File: config.mk
export PLATFORM = sky130hd
export DESIGN_NAME = assoc_tlb_flat
export DESIGN_NICKNAME = d
export VERILOG_FILES = /design/src/rtl/assoc_tlb_if.sv /design/src/rtl/assoc_tlb.sv /design/src/flat_wrapper.sv
export SDC_FILE = /design/constraint.sdc
export NUM_CORES = 2
export LEC_CHECK = 0
export BUFFER_PORTS_ARGS = -buffer_cell sky130_fd_sc_hd__buf_2
export CAP_MARGIN = 20
export CORE_MARGIN = 5
export CORE_UTILIZATION = 35
export CTS_BUF_LIST = sky130_fd_sc_hd__clkbuf_4 sky130_fd_sc_hd__clkbuf_8 sky130_fd_sc_hd__clkbuf_16
export DETAILED_ROUTE_END_ITERATION = 10
export REMOVE_ABC_BUFFERS = 1
export SLEW_MARGIN = 20
export SYNTH_ARGS = -nofsm -noshare
export SYNTH_HDL_FRONTEND = slang
export SYNTH_SLANG_ARGS = --single-unit
export TNS_END_PERCENT = 5
File: constraint.sdc
create_clock -name clk_i -period 5.58 [get_ports clk_i]
set_input_delay 0.279 -clock clk_i [delete_from_list [all_inputs] [get_ports clk_i]]
set_output_delay 0.279 -clock clk_i [all_outputs]
set_load 0.01 [all_outputs]
File: src/rtl/assoc_tlb_if.sv
// PTW handshake bundle between the TLB (master) and the page-table walker (slave).
// Request: valid/ready with vpn/asid; response: valid with ppn/level/pte/error.
interface assoc_tlb_if #(
   parameter int ASID_W = 16
);
   logic              ptw_req_valid_o;
   logic              ptw_req_ready_i;
   logic [26:0]       ptw_req_vpn_o;
   logic [ASID_W-1:0] ptw_req_asid_o;
   logic              ptw_resp_valid_i;
   logic [43:0]       ptw_resp_ppn_i;
   logic [1:0]        ptw_resp_level_i;
   logic [7:0]        ptw_resp_pte_i;
   logic              ptw_resp_error_i;

   modport master (
      output ptw_req_valid_o, ptw_req_vpn_o, ptw_req_asid_o,
      input  ptw_req_ready_i, ptw_resp_valid_i, ptw_resp_ppn_i,
      input  ptw_resp_level_i, ptw_resp_pte_i, ptw_resp_error_i
   );

   modport slave (
      input  ptw_req_valid_o, ptw_req_vpn_o, ptw_req_asid_o,
      output ptw_req_ready_i, ptw_resp_valid_i, ptw_resp_ppn_i,
      output ptw_resp_level_i, ptw_resp_pte_i, ptw_resp_error_i
   );
endinterface

File: src/rtl/assoc_tlb.sv
// Fully-associative TLB: same-cycle lookup, tree-PLRU refill via PTW, flush.
// Ports: clk_i/rstn_i, lookup req_*/resp_*, ptw (assoc_tlb_if.master), flush_*.
// Macro ASSOC_TLB_SELECTIVE_FLUSH_EN enables VPN/ASID-filtered flush.
module assoc_tlb #(
   parameter int ENTRIES = 16,
   parameter int ASID_W  = 16
) (
   input  logic              clk_i,
   input  logic              rstn_i,
   input  logic              req_valid_i,
   input  logic [26:0]       req_vpn_i,
   input  logic [ASID_W-1:0] req_asid_i,
   input  logic              req_store_i,
   input  logic              req_fetch_i,
   input  logic              vm_en_i,
   input  logic [1:0]        priv_i,
   input  logic              sum_i,
   input  logic              mxr_i,
   output logic              ready_o,
   output logic              resp_hit_o,
   output logic              resp_miss_o,
   output logic [43:0]       resp_ppn_o,
   output logic              resp_xcpt_o,
   assoc_tlb_if.master       ptw,
   input  logic              flush_valid_i,
   input  logic [26:0]       flush_vpn_i,
   input  logic [ASID_W-1:0] flush_asid_i,
   input  logic              flush_use_vpn_i,
   input  logic              flush_use_asid_i,
   output logic              flush_done_o
);
   localparam int IDX_W = $clog2(ENTRIES);

   typedef struct packed {
      logic              valid;
      logic              fault;
      logic [26:0]       vpn;
      logic [ASID_W-1:0] asid;
      logic [43:0]       ppn;
      logic [1:0]        lvl;
      logic              d;
      logic              g;
      logic              u;
      logic              x;
      logic              w;
      logic              r;
   } entry_t;

   typedef enum logic [1:0] {S_IDLE, S_REQ, S_WAIT, S_DROP} state_e;

   state_e            state_q, state_d;
   entry_t            ent_q [ENTRIES];
   entry_t            ent_d [ENTRIES];
   logic [ENTRIES-2:0] plru_q, plru_d;
   logic [26:0]       vpn_cap_q, vpn_cap_d;
   logic [ASID_W-1:0] asid_cap_q, asid_cap_d;
   logic [IDX_W-1:0]  vic_q, vic_d;
   logic              flush_done_q;

   logic [ENTRIES-1:0] hit_vec;
   logic [ENTRIES-1:0] flush_sel;
   logic [IDX_W-1:0]  hit_idx, inv_idx, plru_idx;
   logic              hit_any, inv_any;
   entry_t            hit_e;
   logic              bad_va, u_ok, t_ok, perm_ok, dirty_miss;
   logic              refill;

   // Superpages compare only the VPN bits above their page offset.
   function automatic logic vpn_match(logic [1:0] lvl,
                                      logic [26:0] a,
                                      logic [26:0] b);
      case (lvl)
         2'd1:    return a[26:9] == b[26:9];
         2'd2:    return a[26:18] == b[26:18];
         default: return a == b;
      endcase
   endfunction

   // Point every node on the path away from the touched leaf.
   function automatic logic [ENTRIES-2:0] plru_touch(logic [ENTRIES-2:0] t,
                                                     logic [IDX_W-1:0] idx);
      logic [IDX_W-1:0] node;
      logic             b;
      node = '0;
      for (int l = 0; l < IDX_W; l++) begin
         b       = idx[IDX_W-1-l];
         t[node] = ~b;
         node    = IDX_W'({node, 1'b1} + {{IDX_W{1'b0}}, b});
      end
      return t;
   endfunction

   function automatic logic [IDX_W-1:0] plru_victim(logic [ENTRIES-2:0] t);
      logic [IDX_W-1:0] node;
      logic [IDX_W-1:0] idx;
      logic             b;
      node = '0;
      idx  = '0;
      for (int l = 0; l < IDX_W; l++) begin
         b                = t[node];
         idx[IDX_W-1-l]   = b;
         node             = IDX_W'({node, 1'b1} + {{IDX_W{1'b0}}, b});
      end
      return idx;
   endfunction

   // Lookup
   always_comb begin
      hit_vec = '0;
      hit_idx = '0;
      hit_e   = '0;
      for (int i = 0; i < ENTRIES; i++) begin
         hit_vec[i] = ent_q[i].valid &&
                      vpn_match(ent_q[i].lvl, ent_q[i].vpn, req_vpn_i) &&
                      (ent_q[i].g || ent_q[i].asid == req_asid_i);
         if (hit_vec[i]) begin
            hit_idx = IDX_W'(i);
            hit_e   = entry_t'(hit_e | ent_q[i]);
         end
      end
   end

   assign hit_any = |hit_vec;
   assign bad_va  = req_vpn_i[26] ^ req_vpn_i[25];

   // SUM never grants fetch access to user pages from S-mode.
   assign u_ok = (priv_i == 2'd0) ? hit_e.u
                                  : (!hit_e.u || (sum_i && !req_fetch_i));
   assign t_ok = req_fetch_i ? hit_e.x
               : req_store_i ? hit_e.w
               : (hit_e.r || (hit_e.x && mxr_i));
   assign perm_ok = u_ok && t_ok;

   // First store to a clean writable page goes back to the PTW to set D.
   assign dirty_miss = req_store_i && hit_any && !hit_e.fault &&
                       perm_ok && !hit_e.d;

   always_comb begin
      if (!vm_en_i) begin
         resp_hit_o  = req_valid_i;
         resp_miss_o = 1'b0;
         resp_xcpt_o = 1'b0;
         resp_ppn_o  = {17'b0, req_vpn_i};
      end else begin
         resp_hit_o  = req_valid_i && hit_any && !dirty_miss;
         resp_miss_o = req_valid_i && !bad_va && (!hit_any || dirty_miss);
         resp_xcpt_o = req_valid_i &&
                       (bad_va || (hit_any && !dirty_miss &&
                                   (hit_e.fault || !perm_ok)));
         case (hit_e.lvl)
            2'd1:    resp_ppn_o = {hit_e.ppn[43:9], req_vpn_i[8:0]};
            2'd2:    resp_ppn_o = {hit_e.ppn[43:18], req_vpn_i[17:0]};
            default: resp_ppn_o = hit_e.ppn;
         endcase
      end
   end

   // Victim: lowest invalid entry, otherwise PLRU
   always_comb begin
      inv_any = 1'b0;
      inv_idx = '0;
      for (int i = ENTRIES - 1; i >= 0; i--) begin
         if (!ent_q[i].valid) begin
            inv_any = 1'b1;
            inv_idx = IDX_W'(i);
         end
      end
   end

   assign plru_idx = plru_victim(plru_q);

`ifdef ASSOC_TLB_SELECTIVE_FLUSH_EN
   always_comb begin
      flush_sel = '0;
      for (int i = 0; i < ENTRIES; i++) begin
         flush_sel[i] =
            (!flush_use_vpn_i ||
             vpn_match(ent_q[i].lvl, ent_q[i].vpn, flush_vpn_i)) &&
            (!flush_use_asid_i ||
             (!ent_q[i].g && ent_q[i].asid == flush_asid_i));
      end
   end
`else
   logic unused_flush;
   assign flush_sel    = '1;
   assign unused_flush = ^{flush_vpn_i, flush_asid_i,
                           flush_use_vpn_i, flush_use_asid_i};
`endif

   logic unused_pte;
   assign unused_pte = ^{ptw.ptw_resp_pte_i[6], ptw.ptw_resp_pte_i[0]};

   // Next state
   always_comb begin
      state_d    = state_q;
      ent_d      = ent_q;
      plru_d     = plru_q;
      vpn_cap_d  = vpn_cap_q;
      asid_cap_d = asid_cap_q;
      vic_d      = vic_q;
      refill     = 1'b0;

      if (resp_hit_o && vm_en_i)
         plru_d = plru_touch(plru_d, hit_idx);

      // Fault entries are one-shot; clean entries drop so the refill sets D.
      if (req_valid_i && vm_en_i && hit_any && (dirty_miss || hit_e.fault))
         ent_d[hit_idx].valid = 1'b0;

      unique case (state_q)
         S_IDLE: begin
            if (req_valid_i && resp_miss_o) begin
               state_d    = S_REQ;
               vpn_cap_d  = req_vpn_i;
               asid_cap_d = req_asid_i;
               vic_d      = inv_any ? inv_idx : plru_idx;
            end
         end
         S_REQ: begin
            if (ptw.ptw_req_ready_i)
               state_d = flush_valid_i ? S_DROP : S_WAIT;
            else if (flush_valid_i)
               state_d = S_IDLE;
         end
         S_WAIT: begin
            if (flush_valid_i) begin
               state_d = ptw.ptw_resp_valid_i ? S_IDLE : S_DROP;
            end else if (ptw.ptw_resp_valid_i) begin
               refill  = 1'b1;
               state_d = S_IDLE;
            end
         end
         S_DROP: begin
            if (ptw.ptw_resp_valid_i)
               state_d = S_IDLE;
         end
         default: state_d = S_IDLE;
      endcase

      if (refill) begin
         ent_d[vic_q].valid = 1'b1;
         ent_d[vic_q].fault = ptw.ptw_resp_error_i;
         ent_d[vic_q].vpn   = vpn_cap_q;
         ent_d[vic_q].asid  = asid_cap_q;
         ent_d[vic_q].ppn   = ptw.ptw_resp_ppn_i;
         ent_d[vic_q].lvl   = ptw.ptw_resp_level_i;
         ent_d[vic_q].d     = ptw.ptw_resp_pte_i[7];
         ent_d[vic_q].g     = ptw.ptw_resp_pte_i[5];
         ent_d[vic_q].u     = ptw.ptw_resp_pte_i[4];
         ent_d[vic_q].x     = ptw.ptw_resp_pte_i[3];
         ent_d[vic_q].w     = ptw.ptw_resp_pte_i[2];
         ent_d[vic_q].r     = ptw.ptw_resp_pte_i[1];
         plru_d = plru_touch(plru_d, vic_q);
      end

      // Flush is applied last so it wins over any write this cycle.
      if (flush_valid_i) begin
         for (int i = 0; i < ENTRIES; i++)
            if (flush_sel[i])
               ent_d[i].valid = 1'b0;
      end
   end

   always_ff @(posedge clk_i or negedge rstn_i) begin
      if (!rstn_i) begin
         state_q      <= S_IDLE;
         plru_q       <= '0;
         vpn_cap_q    <= '0;
         asid_cap_q   <= '0;
         vic_q        <= '0;
         flush_done_q <= 1'b0;
         for (int i = 0; i < ENTRIES; i++)
            ent_q[i] <= '0;
      end else begin
         state_q      <= state_d;
         plru_q       <= plru_d;
         vpn_cap_q    <= vpn_cap_d;
         asid_cap_q   <= asid_cap_d;
         vic_q        <= vic_d;
         flush_done_q <= flush_valid_i;
         ent_q        <= ent_d;
      end
   end

   assign ready_o             = (state_q == S_IDLE);
   assign flush_done_o        = flush_done_q;
   assign ptw.ptw_req_valid_o = (state_q == S_REQ);
   assign ptw.ptw_req_vpn_o   = vpn_cap_q;
   assign ptw.ptw_req_asid_o  = asid_cap_q;
endmodule

File: src/flat_wrapper.sv
// flat-port wrapper written by rule: the top's interface ports become plain ports
module assoc_tlb_flat 
#(
   parameter int ENTRIES = 16,
   parameter int ASID_W  = 16
)
  (clk_i, rstn_i, req_valid_i, req_vpn_i, req_asid_i, req_store_i, req_fetch_i, vm_en_i, priv_i, sum_i, mxr_i, ready_o, resp_hit_o, resp_miss_o, resp_ppn_o, resp_xcpt_o, flush_valid_i, flush_vpn_i, flush_asid_i, flush_use_vpn_i, flush_use_asid_i, flush_done_o, ptw_ptw_req_valid_o, ptw_ptw_req_vpn_o, ptw_ptw_req_asid_o, ptw_ptw_req_ready_i, ptw_ptw_resp_valid_i, ptw_ptw_resp_ppn_i, ptw_ptw_resp_level_i, ptw_ptw_resp_pte_i, ptw_ptw_resp_error_i);
  assoc_tlb_if #(.ASID_W(ASID_W)) ptw_i ();
  input  logic clk_i;
  input  logic rstn_i;
  input  logic req_valid_i;
  input  logic [26:0] req_vpn_i;
  input  logic [ASID_W-1:0] req_asid_i;
  input  logic req_store_i;
  input  logic req_fetch_i;
  input  logic vm_en_i;
  input  logic [1:0] priv_i;
  input  logic sum_i;
  input  logic mxr_i;
  output logic ready_o;
  output logic resp_hit_o;
  output logic resp_miss_o;
  output logic [43:0] resp_ppn_o;
  output logic resp_xcpt_o;
  input  logic flush_valid_i;
  input  logic [26:0] flush_vpn_i;
  input  logic [ASID_W-1:0] flush_asid_i;
  input  logic flush_use_vpn_i;
  input  logic flush_use_asid_i;
  output logic flush_done_o;
  output wire logic [$bits(ptw_i.ptw_req_valid_o)-1:0] ptw_ptw_req_valid_o;
  output wire logic [$bits(ptw_i.ptw_req_vpn_o)-1:0] ptw_ptw_req_vpn_o;
  output wire logic [$bits(ptw_i.ptw_req_asid_o)-1:0] ptw_ptw_req_asid_o;
  input wire logic [$bits(ptw_i.ptw_req_ready_i)-1:0] ptw_ptw_req_ready_i;
  input wire logic [$bits(ptw_i.ptw_resp_valid_i)-1:0] ptw_ptw_resp_valid_i;
  input wire logic [$bits(ptw_i.ptw_resp_ppn_i)-1:0] ptw_ptw_resp_ppn_i;
  input wire logic [$bits(ptw_i.ptw_resp_level_i)-1:0] ptw_ptw_resp_level_i;
  input wire logic [$bits(ptw_i.ptw_resp_pte_i)-1:0] ptw_ptw_resp_pte_i;
  input wire logic [$bits(ptw_i.ptw_resp_error_i)-1:0] ptw_ptw_resp_error_i;
  assign ptw_ptw_req_valid_o = ptw_i.ptw_req_valid_o;
  assign ptw_ptw_req_vpn_o = ptw_i.ptw_req_vpn_o;
  assign ptw_ptw_req_asid_o = ptw_i.ptw_req_asid_o;
  assign ptw_i.ptw_req_ready_i = ptw_ptw_req_ready_i;
  assign ptw_i.ptw_resp_valid_i = ptw_ptw_resp_valid_i;
  assign ptw_i.ptw_resp_ppn_i = ptw_ptw_resp_ppn_i;
  assign ptw_i.ptw_resp_level_i = ptw_ptw_resp_level_i;
  assign ptw_i.ptw_resp_pte_i = ptw_ptw_resp_pte_i;
  assign ptw_i.ptw_resp_error_i = ptw_ptw_resp_error_i;
  assoc_tlb #(.ENTRIES(ENTRIES), .ASID_W(ASID_W)) u_core (.clk_i(clk_i), .rstn_i(rstn_i), .req_valid_i(req_valid_i), .req_vpn_i(req_vpn_i), .req_asid_i(req_asid_i), .req_store_i(req_store_i), .req_fetch_i(req_fetch_i), .vm_en_i(vm_en_i), .priv_i(priv_i), .sum_i(sum_i), .mxr_i(mxr_i), .ready_o(ready_o), .resp_hit_o(resp_hit_o), .resp_miss_o(resp_miss_o), .resp_ppn_o(resp_ppn_o), .resp_xcpt_o(resp_xcpt_o), .ptw(ptw_i), .flush_valid_i(flush_valid_i), .flush_vpn_i(flush_vpn_i), .flush_asid_i(flush_asid_i), .flush_use_vpn_i(flush_use_vpn_i), .flush_use_asid_i(flush_use_asid_i), .flush_done_o(flush_done_o));
endmodule
==> reports/metrics.yaml <==
routed_wl_mm: 250
syn_to_final_growth_pct: 14.6
cp_top_family: "simple AND/OR/NAND/NOR gates"
place_congestion: 0.925
dp_hpwl_mm: 154
path_clk_slew_ps: 60
vias: 54700
die_h_um: 480
grt_antenna_before_repair: 25
pre_cts_ws_ps: 444
dr.pass1.iters: 9
max_slew_margin: 0.218
cts_sinks: 1617
num_rows: 172
finalSetupTns_ps: 0
cp-end-kind: "primary output"
htree_num_levels: 4
grt_pass1_wl_mm: 373
setup_viol: 0
io_buffers: 201
cp_slowest_cell: "buf_4"
critical_path_peak_fanout: 47
timing_worst_slew_pin_value_ps: 1170
synth.cell_area_um2: 77200
wire_per_inst_um: 25.3
grt_max_degree: 172
status: "finished, final reports clean"
startpoint_type: "flop"
postCtsSetupBuffers: 0
fp.dieW_um: 480
fmax_mhz: 181
io_pins: 249
cts_inserted_buffers: 176
drive_gt1_frac: 0.286
rsz0062_at_grt: "yes"
vdd_ir_drop_max_mv: 0.252
overflow: 0
post_synth_inst_count: 6696
nets: 7052
maxSlewViolCount: 0
clk_latency_ps: 850
initial_core_util: 0.352
core_area_um2: 220000
fillers: 20900
cap_violations: 0
hp-class: "in -> reg"
holdPathStages: 2
r2r_cells: 19
synth-seq-cells: 1617
worst-path-buf-inv: 3
crit_type: "reg -> out"
syn_area_per_cell_um2: 11.5
hold_viol_final: 0
grt_usage: 0.213
power_density_nw_per_um2: 339
cts_tree: "yes"
synth_ff_type: "dfrtp_1"
routed_via_density: 5.55
cellLeakagePower_uw: 0.0443
dieArea_um2: 230000
synth_edf_count: 0
fin_crit_ps: 5520
cp.depth: 15
critPathMaxStageDelay_ps: 720
ys_types: 94
holdWs_ps: 83.4
synth-seq-area-share: 0.524
mostFrequentLayoutCell: "dfrtp_1"
crit_path_cell_trace: "inv_1 -> ha_1 -> or3_1 -> nand3_1 -> or3_1 -> nor3_1 -> and2_4 -> buf_4 -> a22oi_1 -> nand3_1 -> a211oi_1 -> nand4b_1 -> nand2b_1 -> a21oi_1 -> buf_2"
cts-root-buf: "clkbuf_16"
ys_warn_count: 0
drc: 0
clock_path_buffers: 3
required_ps: 5300
ant_nets: 0
worst_slack_ps: 55.6
fin_crit_sh: 0.990
async_flop_share: 1.00
skew_ps: 96.9
drtIter0Drc: 4764
final_cell_mix: "1617 x dfrtp_1, 1295 x nand2_1, 1181 x mux2_2"
crit_arrival_ps: 5250
grt_pass1_vias: 56200
synth_stat cells (52+ instances only):
master,instances,area share
nand2_1,1311,0.064
nand4_1,117,0.0095
a22o_1,85,0.0096
inv_1,68,0.0033
dfrtp_1,1617,0.52
mux2_2,1181,0.17
a22oi_1,74,0.0072
a31oi_1,53,0.0043
a21oi_1,52,0.0034
a221oi_1,126,0.014
nor4_1,108,0.0088
xnor2_1,217,0.025
clkbuf_1,283,0.014
nor3_1,73,0.0047
nor2_1,74,0.0036
xor2_1,473,0.054
buf_1,127,0.0062
a222oi_1,80,0.010
nand3_1,57,0.0037
logic make-up (layout without fill, tap and decap cells):
group / count (synthesis) / in the layout / synth area share
other: 0 / 9 / 0
XOR/XNOR: 691 / 691 / 0.0785
flip-flops: 1617 / 1617 / 0.524
AO/OA/AOI/OAI: 649 / 649 / 0.0680
adder cells (fa/ha/maj): 51 / 51 / 0.00827
buffers and inverters: 576 / 864 / 0.0339
AND/OR/NAND/NOR: 1894 / 1894 / 0.108
multiplexers: 1218 / 1218 / 0.178
sequential cells by signal, summed over array words and instances, names as in the netlist:
register and count:
u_core.state_q 2, u_core.flush_done_o 1, u_core.vic_q 4, u_core.ptw.ptw_req_vpn_o 27, u_core.plru_q 15, u_core.ptw.ptw_req_asid_o 16
u_core.ent_q 1552
timing repair:
action | CTS | global route
hold buffers | 65 | 0
hold endpoints to repair | 1799 | 0
setup endpoints to repair | 1 | 7
resized for setup | 2 | 8
power by group:
| part | switching [µW] | leakage, µW | internal (µW) |
|---|---|---|---|
| combinational | 1730 | 0.0190 | 1490 |
| clock | 5090 | 0.00303 | 6990 |
| sequential | 1860 | 0.0223 | 12800 |
| total | 8680 | 0.0443 | 21300 |
area by class of cell:
class                   instances  area, µm²  area share
repair buffers                477       3650      0.0413
diodes                          9       22.5    0.000255
inverters                      70        263     0.00297
clock buffers                 258       5310      0.0601
multi-input cells            4503      34300       0.388
clock inverters                59        807     0.00912
well taps                    2871       3590      0.0406
flip-flops and latches       1617      40500       0.457
routing by layer:
metal | part of all wire | up-vias | GRT usage
li1 | - | 23800 | -
met1 | 0.43 | 28600 | 0.286
met2 | 0.47 | 1840 | 0.346
met3 | 0.061 | 473 | 0.0315
met4 | 0.046 | 12 | 0.0912
met5 | 0.00026 | - | 0
through the flow:
step	cell area (µm²)	utilization	power, µW	cells
floorplan	74800	-	15800	6190
global placement	81600	0.372	17900	9472
detailed placement	81600	0.372	18000	9472
CTS	88400	0.403	30200	9854
global route	88400	0.403	31100	9857
finish	88500	0.403	29900	9864
worst reg2reg max path, cell delays in order (launching register included):
cell and delay, ps:
dfrtp_1 400, inv_1 60, ha_1 360, or3_1 480, nand3_1 120, or3_1 170
nor3_1 120, and2_4 240, or4_1 610, a21o_1 230, inv_2 60, ha_1 160
inv_1 60, a2111oi_1 480, a311oi_2 140, xnor2_2 240, buf_4 190, nor3_1 280
mux2i_1 230, mux2i_1 90
worst paths after layout:
check                             startpoint                      endpoint  slack [ps]
setup / recovery           u_core.ent_q[103]                   resp_xcpt_o          60
hold / removal                 req_asid_i[0]  u_core.ptw.ptw_req_asid_o[0]          80
setup reg to reg           u_core.ent_q[103]             u_core.plru_q[11]         730
hold reg to reg            u_core.ent_q[625]             u_core.ent_q[625]         470
max in group asynchronous             rstn_i              u_core.ent_q[47]        3340
min in group asynchronous             rstn_i            u_core.ent_q[1032]         540
Note: power is estimated with default switching activity, not from simulation.
